<file path="config.mk">
export PLATFORM = sky130hd
export DESIGN_NAME = phase_sweep_sel
export DESIGN_NICKNAME = d
export VERILOG_FILES = /design/src/rtl/phase_sweep_sel.sv
export SDC_FILE = /design/constraint.sdc
export NUM_CORES = 1
export LEC_CHECK = 0
export ABC_AREA = 1
export BUFFER_PORTS_ARGS = -buffer_cell sky130_fd_sc_hd__buf_2
export CAP_MARGIN = 20
export CORE_MARGIN = 2
export CORE_UTILIZATION = 64
export DETAILED_ROUTE_END_ITERATION = 6
export PLACE_DENSITY = 0.89
export SLEW_MARGIN = 20
export SYNTH_ARGS = -nofsm -noshare
export SYNTH_HDL_FRONTEND = slang
export SYNTH_SLANG_ARGS = --single-unit
</file>
<file path="constraint.sdc">
create_clock -name clk -period 4.44 [get_ports clk]
set_input_delay 0.888 -clock clk [delete_from_list [all_inputs] [get_ports clk]]
set_output_delay 0.888 -clock clk [all_outputs]
set_load 0.02 [all_outputs]
</file>
<file path="src/rtl/phase_sweep_sel.sv">
// -----------------------------------------------------------------------------
// phase_sweep_sel
//   Automatic sampling-phase selector for the 4x-oversampled link. Over a
//   window of 2^WIN_LOG2 symbols (4 samples each) it accumulates the sample
//   magnitude per phase and selects the phase with the most energy for the
//   receiver.
//
//   Optional feature macro: PHASE_SWEEP_HYST_EN
//     When defined, the selected phase only moves to a new winner whose
//     energy exceeds the current phase's energy by more than 1/8.
//
// Parameters
//   WIN_LOG2   : log2 of the window length in symbols
//   PHASE_INIT : phase presented after reset
//
// Ports
//   clk      in   system clock
//   rst      in   asynchronous active-low reset
//   i_enable in   block enable (shared with the rx enable)
//   i_valid  in   symbol strobe, marks the phase-0 sample
//   i_sample in   12-bit signed tx filter output, one sample per clock
//   o_phase  out  selected sampling phase
//   o_update out  one-cycle pulse per window decision
//   o_locked out  same phase has won two consecutive decisions
// -----------------------------------------------------------------------------
module phase_sweep_sel #(
    parameter int WIN_LOG2   = 4,
    parameter int PHASE_INIT = 2
) (
    input  logic        clk,
    input  logic        rst,
    input  logic        i_enable,
    input  logic        i_valid,
    input  logic [11:0] i_sample,
    output logic [1:0]  o_phase,
    output logic        o_update,
    output logic        o_locked
);

    localparam int AW  = 11 + WIN_LOG2;
    localparam int AW1 = AW + 1;
    localparam logic [WIN_LOG2-1:0] SCNT_LAST = {WIN_LOG2{1'b1}};

    typedef enum logic [1:0] {
        ST_IDLE   = 2'd0,
        ST_ALIGN  = 2'd1,
        ST_ACQ    = 2'd2,
        ST_DECIDE = 2'd3
    } state_t;

    // Absolute value of a 12-bit two's-complement sample; -2048 has no
    // 11-bit magnitude and is clamped to 2047.
    function automatic logic [10:0] sat_mag(input logic [11:0] s);
        logic [11:0] neg;
        neg = 12'd0 - s;
        if (s == 12'h800) begin
            sat_mag = 11'h7ff;
        end else if (s[11]) begin
            sat_mag = neg[10:0];
        end else begin
            sat_mag = s[10:0];
        end
    endfunction

    state_t                 state_r;
    logic [1:0]             pcnt_r;
    logic [WIN_LOG2-1:0]    scnt_r;
    logic [AW-1:0]          acc_r [4];
    logic [1:0]             phase_r;
    logic                   update_r;
    logic                   locked_r;
    logic [1:0]             hist_r;
    logic                   hist_valid_r;

    logic [10:0]            mag_s;
    logic [1:0]             ph_s;
    logic [1:0]             win_s;
    logic [AW-1:0]          best_s;
    logic                   gt_s;
    logic [1:0]             new_phase_s;

    assign o_phase  = phase_r;
    assign o_update = update_r;
    assign o_locked = locked_r;

    // A strobe always forces the current sample to phase 0.
    assign mag_s = sat_mag(i_sample);
    assign ph_s  = i_valid ? 2'd0 : pcnt_r;

    // Argmax over the accumulators; strict compare keeps the lowest index on ties.
    always_comb begin
        win_s  = 2'd0;
        best_s = acc_r[0];
        gt_s   = 1'b0;
        for (int i = 1; i < 4; i++) begin
            gt_s   = (acc_r[i] > best_s);
            win_s  = gt_s ? 2'(i) : win_s;
            best_s = gt_s ? acc_r[i] : best_s;
        end
    end

`ifdef PHASE_SWEEP_HYST_EN
    logic [AW-1:0]  cur_acc_s;
    logic [AW1-1:0] thr_s;

    // Hysteresis: the challenger must beat the current phase by more than 1/8.
    always_comb begin
        cur_acc_s = acc_r[phase_r];
        thr_s     = AW1'(cur_acc_s) + AW1'(cur_acc_s >> 3'd3);
        if (AW1'(acc_r[win_s]) > thr_s) begin
            new_phase_s = win_s;
        end else begin
            new_phase_s = phase_r;
        end
    end
`else
    assign new_phase_s = win_s;
`endif

    // Phase counter: free-running modulo 4, realigned by every strobe.
    always_ff @(posedge clk or negedge rst) begin
        if (!rst) begin
            pcnt_r <= 2'd0;
        end else if (!i_enable) begin
            pcnt_r <= 2'd0;
        end else if (i_valid) begin
            pcnt_r <= 2'd1;
        end else begin
            pcnt_r <= pcnt_r + 2'd1;
        end
    end

    // Window FSM with accumulators, decision and lock tracking.
    always_ff @(posedge clk or negedge rst) begin
        if (!rst) begin
            state_r      <= ST_IDLE;
            scnt_r       <= '0;
            for (int i = 0; i < 4; i++) begin
                acc_r[i] <= '0;
            end
            phase_r      <= 2'(PHASE_INIT);
            update_r     <= 1'b0;
            locked_r     <= 1'b0;
            hist_r       <= 2'd0;
            hist_valid_r <= 1'b0;
        end else begin
            update_r <= 1'b0;
            if (!i_enable) begin
                // Disabling abandons the window and forgets the winner history;
                // the selected phase is kept for the receiver.
                state_r      <= ST_IDLE;
                scnt_r       <= '0;
                for (int i = 0; i < 4; i++) begin
                    acc_r[i] <= '0;
                end
                locked_r     <= 1'b0;
                hist_valid_r <= 1'b0;
            end else begin
                case (state_r)
                    ST_IDLE: begin
                        scnt_r  <= '0;
                        for (int i = 0; i < 4; i++) begin
                            acc_r[i] <= '0;
                        end
                        state_r <= ST_ALIGN;
                    end
                    ST_ALIGN: begin
                        if (i_valid) begin
                            acc_r[0] <= acc_r[0] + AW'(mag_s);
                            state_r  <= ST_ACQ;
                        end else begin
                            state_r  <= ST_ALIGN;
                        end
                    end
                    ST_ACQ: begin
                        acc_r[ph_s] <= acc_r[ph_s] + AW'(mag_s);
                        if (ph_s == 2'd3) begin
                            if (scnt_r == SCNT_LAST) begin
                                state_r <= ST_DECIDE;
                            end else begin
                                scnt_r  <= scnt_r + WIN_LOG2'(1'b1);
                            end
                        end else begin
                            state_r <= ST_ACQ;
                        end
                    end
                    ST_DECIDE: begin
                        // Sample presented this cycle is not accumulated.
                        phase_r      <= new_phase_s;
                        update_r     <= 1'b1;
                        locked_r     <= hist_valid_r && (new_phase_s == hist_r);
                        hist_r       <= new_phase_s;
                        hist_valid_r <= 1'b1;
                        scnt_r       <= '0;
                        for (int i = 0; i < 4; i++) begin
                            acc_r[i] <= '0;
                        end
                        state_r      <= ST_ALIGN;
                    end
                    default: begin
                        state_r <= ST_IDLE;
                    end
                endcase
            end
        end
    end

endmodule

</file>
==> summary.md <==
| Metric | Value |
|---|---|
| Status | `finished with violations` |
| Failing checks | `DRC, setup timing` |
| Critical Path Sink Type | `flop` |
| Tightest Pin Transition | `1.097 ns` |
| Core Region | `9819 µm²` |
| CP top delay family | `simple AND/OR/NAND/NOR gates` |
| Initial antenna violation count | `0` |
| Die ar. | `10,980 µm²` |
| CTS sink count | `74` |
| Clk root buf | `clkbuf_8` |
| Clock Skews | `0.01328 ns` |
| Fin. Hold Viols | `0` |
| Iteration-0 DRC Markers | `1,060` |
| Top-area cell type share of the netlist area | `0.2811` |
| Tmin final | `4.625 ns` |
| Fillers | `679` |
| Syn Area/Cell | `7.056 µm²` |
| HP Class | `reg2reg` |
| Number of cells produced by synthesis | `921` |
| Startpoint Class | `flop` |
| Period utilization | `1.042` |
| Clock slew at reported path FFs | `0.08 ns` |
| Hold-critical path depth | `2` |
| EDFF count, synth | `0` |
| Comb pwr share | `0.615` |
| Site Rows | `36` |
| Adder-cell area share of the yosys netlist | `0.1467` |
| Global-route wire length before repair | `29,790 µm` |
| DIE WIDTH | `104.8 µm` |
| NumNets Final | `1,074` |
| FF-to-FF setup slack | `-0.19 ns` |
| Top_reg_cell synth | `dfrtp_1` |
| Sequential share of power | `0.207` |
| Hold Path Sink | `o_phase[1]` |
| Static Leakage | `3.897 nW` |
| YS warnings | `0` |
| Worst-Skew Late Latency | `0.37 ns` |
| CTS Buf Count | `9` |
| Mux cell area share after synthesis | `0` |
| Final Max Tran Viols | `0` |
| # DRC | `15` |
| Pwr Density | `471.8 nW/µm²` |
| # IOs | `20` |
| Synth Area in Simple Gates | `0.2447` |
| Sw frac | `0.4661` |
| P&R area growth vs syn | `15.73%` |
| Largest net degree at the start of global routing | `75` |
| Die Ht | `104.8 µm` |
| FF-to-FF Start | `acc_r[44]` |
| Slew margin rel. | `0.2662` |
| Port bufs | `19` |
| Final setup TNS | `-0.4629 ns` |
| Main combinational cell family by area after synthesis | `simple AND/OR/NAND/NOR gates` |
| Post-Route WL | `21,110 µm` |
| Yosys cell types | `43` |
| Count of buffer and inverter cells on the critical path | `3` |
| Most frequent cells in the layout | `224 x nand2_1, 109 x inv_1, 73 x dfrtp_1, 67 x ha_1, 66 x o21ai_0` |
| Worst-case reg-to-reg path depth | `31` |
| CTS tree | `yes` |
| #FFs+latches synth | `74` |
| Int Pwr | `1.895 mW` |
| Vias in the first global route | `6,220` |
| Max Buffers Root-to-Sink | `2` |
| Async S/R FF share, synth | `1.000` |
| Hpwl dp | `13,850 µm` |
| Commonest non-fill, non-tap cell in the layout | `nand2_1` |
| Final setup viols | `4` |
| GRT overflow | `0` |
| Wirelength per Cell | `18.83 µm` |
| Placer Congestion | `1.002` |
| Switch Pwr | `1.654 mW` |
| 1st-pass router iterations | `7` |
| RSZ-0062 raised after global routing | `yes` |
| Clk pwr share | `0.178` |
| Layout cells sized above 1 | `0.1771` |
| Diodes inserted | `0` |
| Max-cap viol count | `0` |
| Critical path's largest stage delay | `0.44 ns` |
| CTS Hold Bufs | `0` |
| FF/Latch Area | `1853 µm²` |
| Register area share after synthesis | `0.2851` |
| Reg-to-reg endpoint | `o_locked` |
| Xor-xnor portion of the synthesized cell area | `0.02156` |
| CP Max Fanout | `17` |
| Vias per cell | `6.533` |
| H-tree lvl count | `3` |
| Final hold slack | `0.4801 ns` |
| Final core occ | `0.7659` |
| Vias after detailed routing | `7,324` |
| CP Class | `reg2reg` |
| Critical path data required time | `4.75 ns` |
| Maximum vdd drop | `0.2097 mV` |
| Area of the multi-input gates | `4210 µm²` |
| Synthesized cell area | `6499 µm²` |
| Crit path arrival time | `4.93 ns` |
| ANT nets after route | `0` |
| Synth area leaders | `dfrtp_1 28%, ha_1 14%, nand2_1 13%` |
| Slowest cell on crit path | `dfrtp_1` |
| CP dominant cell by count | `nand2_1` |
| Syn Nets | `1,012` |
| Yosys top cell by area | `dfrtp_1` |
| Final worst slack | `-0.1851 ns` |
| HP Start | `o_phase[1]` |
| Complex-gate fraction of the synthesized area | `0.2081` |
| Fmax achieved | `216.2 MHz` |
| Overall Global Routing Usage | `0.3361` |
| Initial Util | `0.6618` |
[cell type report]
| type | count | area share |
|---|---|---|
| Multi-Input combinational cell | 696 | 0.5598 |
| Inverter | 124 | 0.06288 |
| Clock buffer | 12 | 0.02196 |
| Sequential cell | 74 | 0.2464 |
| Clock inverter | 4 | 0.009649 |
| Timing Repair inverter | 2 | 0.001497 |
| Timing Repair Buffer | 76 | 0.07569 |
| Tap cell | 133 | 0.02213 |
[cells by family (layout without fill, tap and decap cells)]
kind of cell,Yosys count,after routing
adder cells (fa/ha/maj),75,75
XOR/XNOR,16,16
buffers and inverters,151,218
flip-flops,74,74
AO/OA/AOI/OAI,228,228
AND/OR/NAND/NOR,377,377
[worst max-delay path by stage]
| stage | from | end | slack, ns | depth (start not counted) |
|---|---|---|---|---|
| 2_1_floorplan | acc_r[57] | o_locked | 0.38 | 34 |
| 3_3_place_gp | acc_r[59] | o_locked | 0.15 | 31 |
| 3_5_place_dp | acc_r[56] | o_locked | -0.04 | 30 |
| 4_1_cts | acc_r[53] | o_locked | 0.005 | 35 |
| 5_1_grt | acc_r[57] | o_locked | -0.57 | 32 |
| 6_report | acc_r[44] | o_locked | -0.19 | 31 |
[cell usage after synthesis (all sizes together) (2+ instances only)]
| cell | instances |
|---|---|
| and2 | 3 |
| a31oi | 3 |
| a221oi | 11 |
| ha | 73 |
| nand2 | 236 |
| clkbuf | 11 |
| xnor2 | 4 |
| or2 | 4 |
| o211ai | 4 |
| fa | 2 |
| nand4 | 9 |
| nand3 | 55 |
| o22ai | 51 |
| a21oi | 57 |
| nor3 | 8 |
| nor2 | 59 |
| nand3b | 2 |
| buf | 16 |
| o21bai | 2 |
| o21ai | 93 |
| inv | 124 |
| xor2 | 12 |
| dfrtp | 73 |
[stage by stage]
stage	instances	total power, mW	worst slack (ns)	area (µm²)
after floorplan	921	2.011	0.3775	6499
after global placement	1086	2.400	0.1509	6924
after detailed placement	1086	2.448	-0.03742	6924
after CTS	1104	3.115	0.004604	7194
after global routing	1121	3.759	-0.5742	7521
final	1121	3.549	-0.1851	7521
[registers in the layout (all words and copies together), names as in the netlist]
signal	flops
acc_r	60
pcnt_r	2
scnt_r	4
state_r	2
o_phase	2
o_update	1
hist_r	1
o_locked	1
hist_valid_r	1
[layer usage]
metal,track usage,vias up,share of wire
met5,0,-,0
met4,0.1086,0,0.068
met3,0.07424,189,0.12
met2,0.5339,622,0.43
met1,0.4569,3269,0.37
li1,-,3244,-
[power by group through the flow]
stage	registers (mW)	logic, mW	clock network [mW]
floorplan	0.752	1.26	0
global route	0.738	2.38	0.646
finish	0.734	2.18	0.632
detailed placement	0.745	1.70	0
global placement	0.743	1.66	0
CTS	0.732	1.77	0.618
[repair_timing]
action                     4_1_cts  5_1_grt
setup endpoints to repair        1        4
gates cloned                     0        2
buffers inserted                 2       15
gates resized for setup          8       58
pin swaps                        2       21
[worst min-delay path, stage by stage, from the launching register on]
cell	delay, ns
dfstp_2	0.37
nand2_1	0.05
nand2_1	0.06
(Power assumes the default switching activity.)
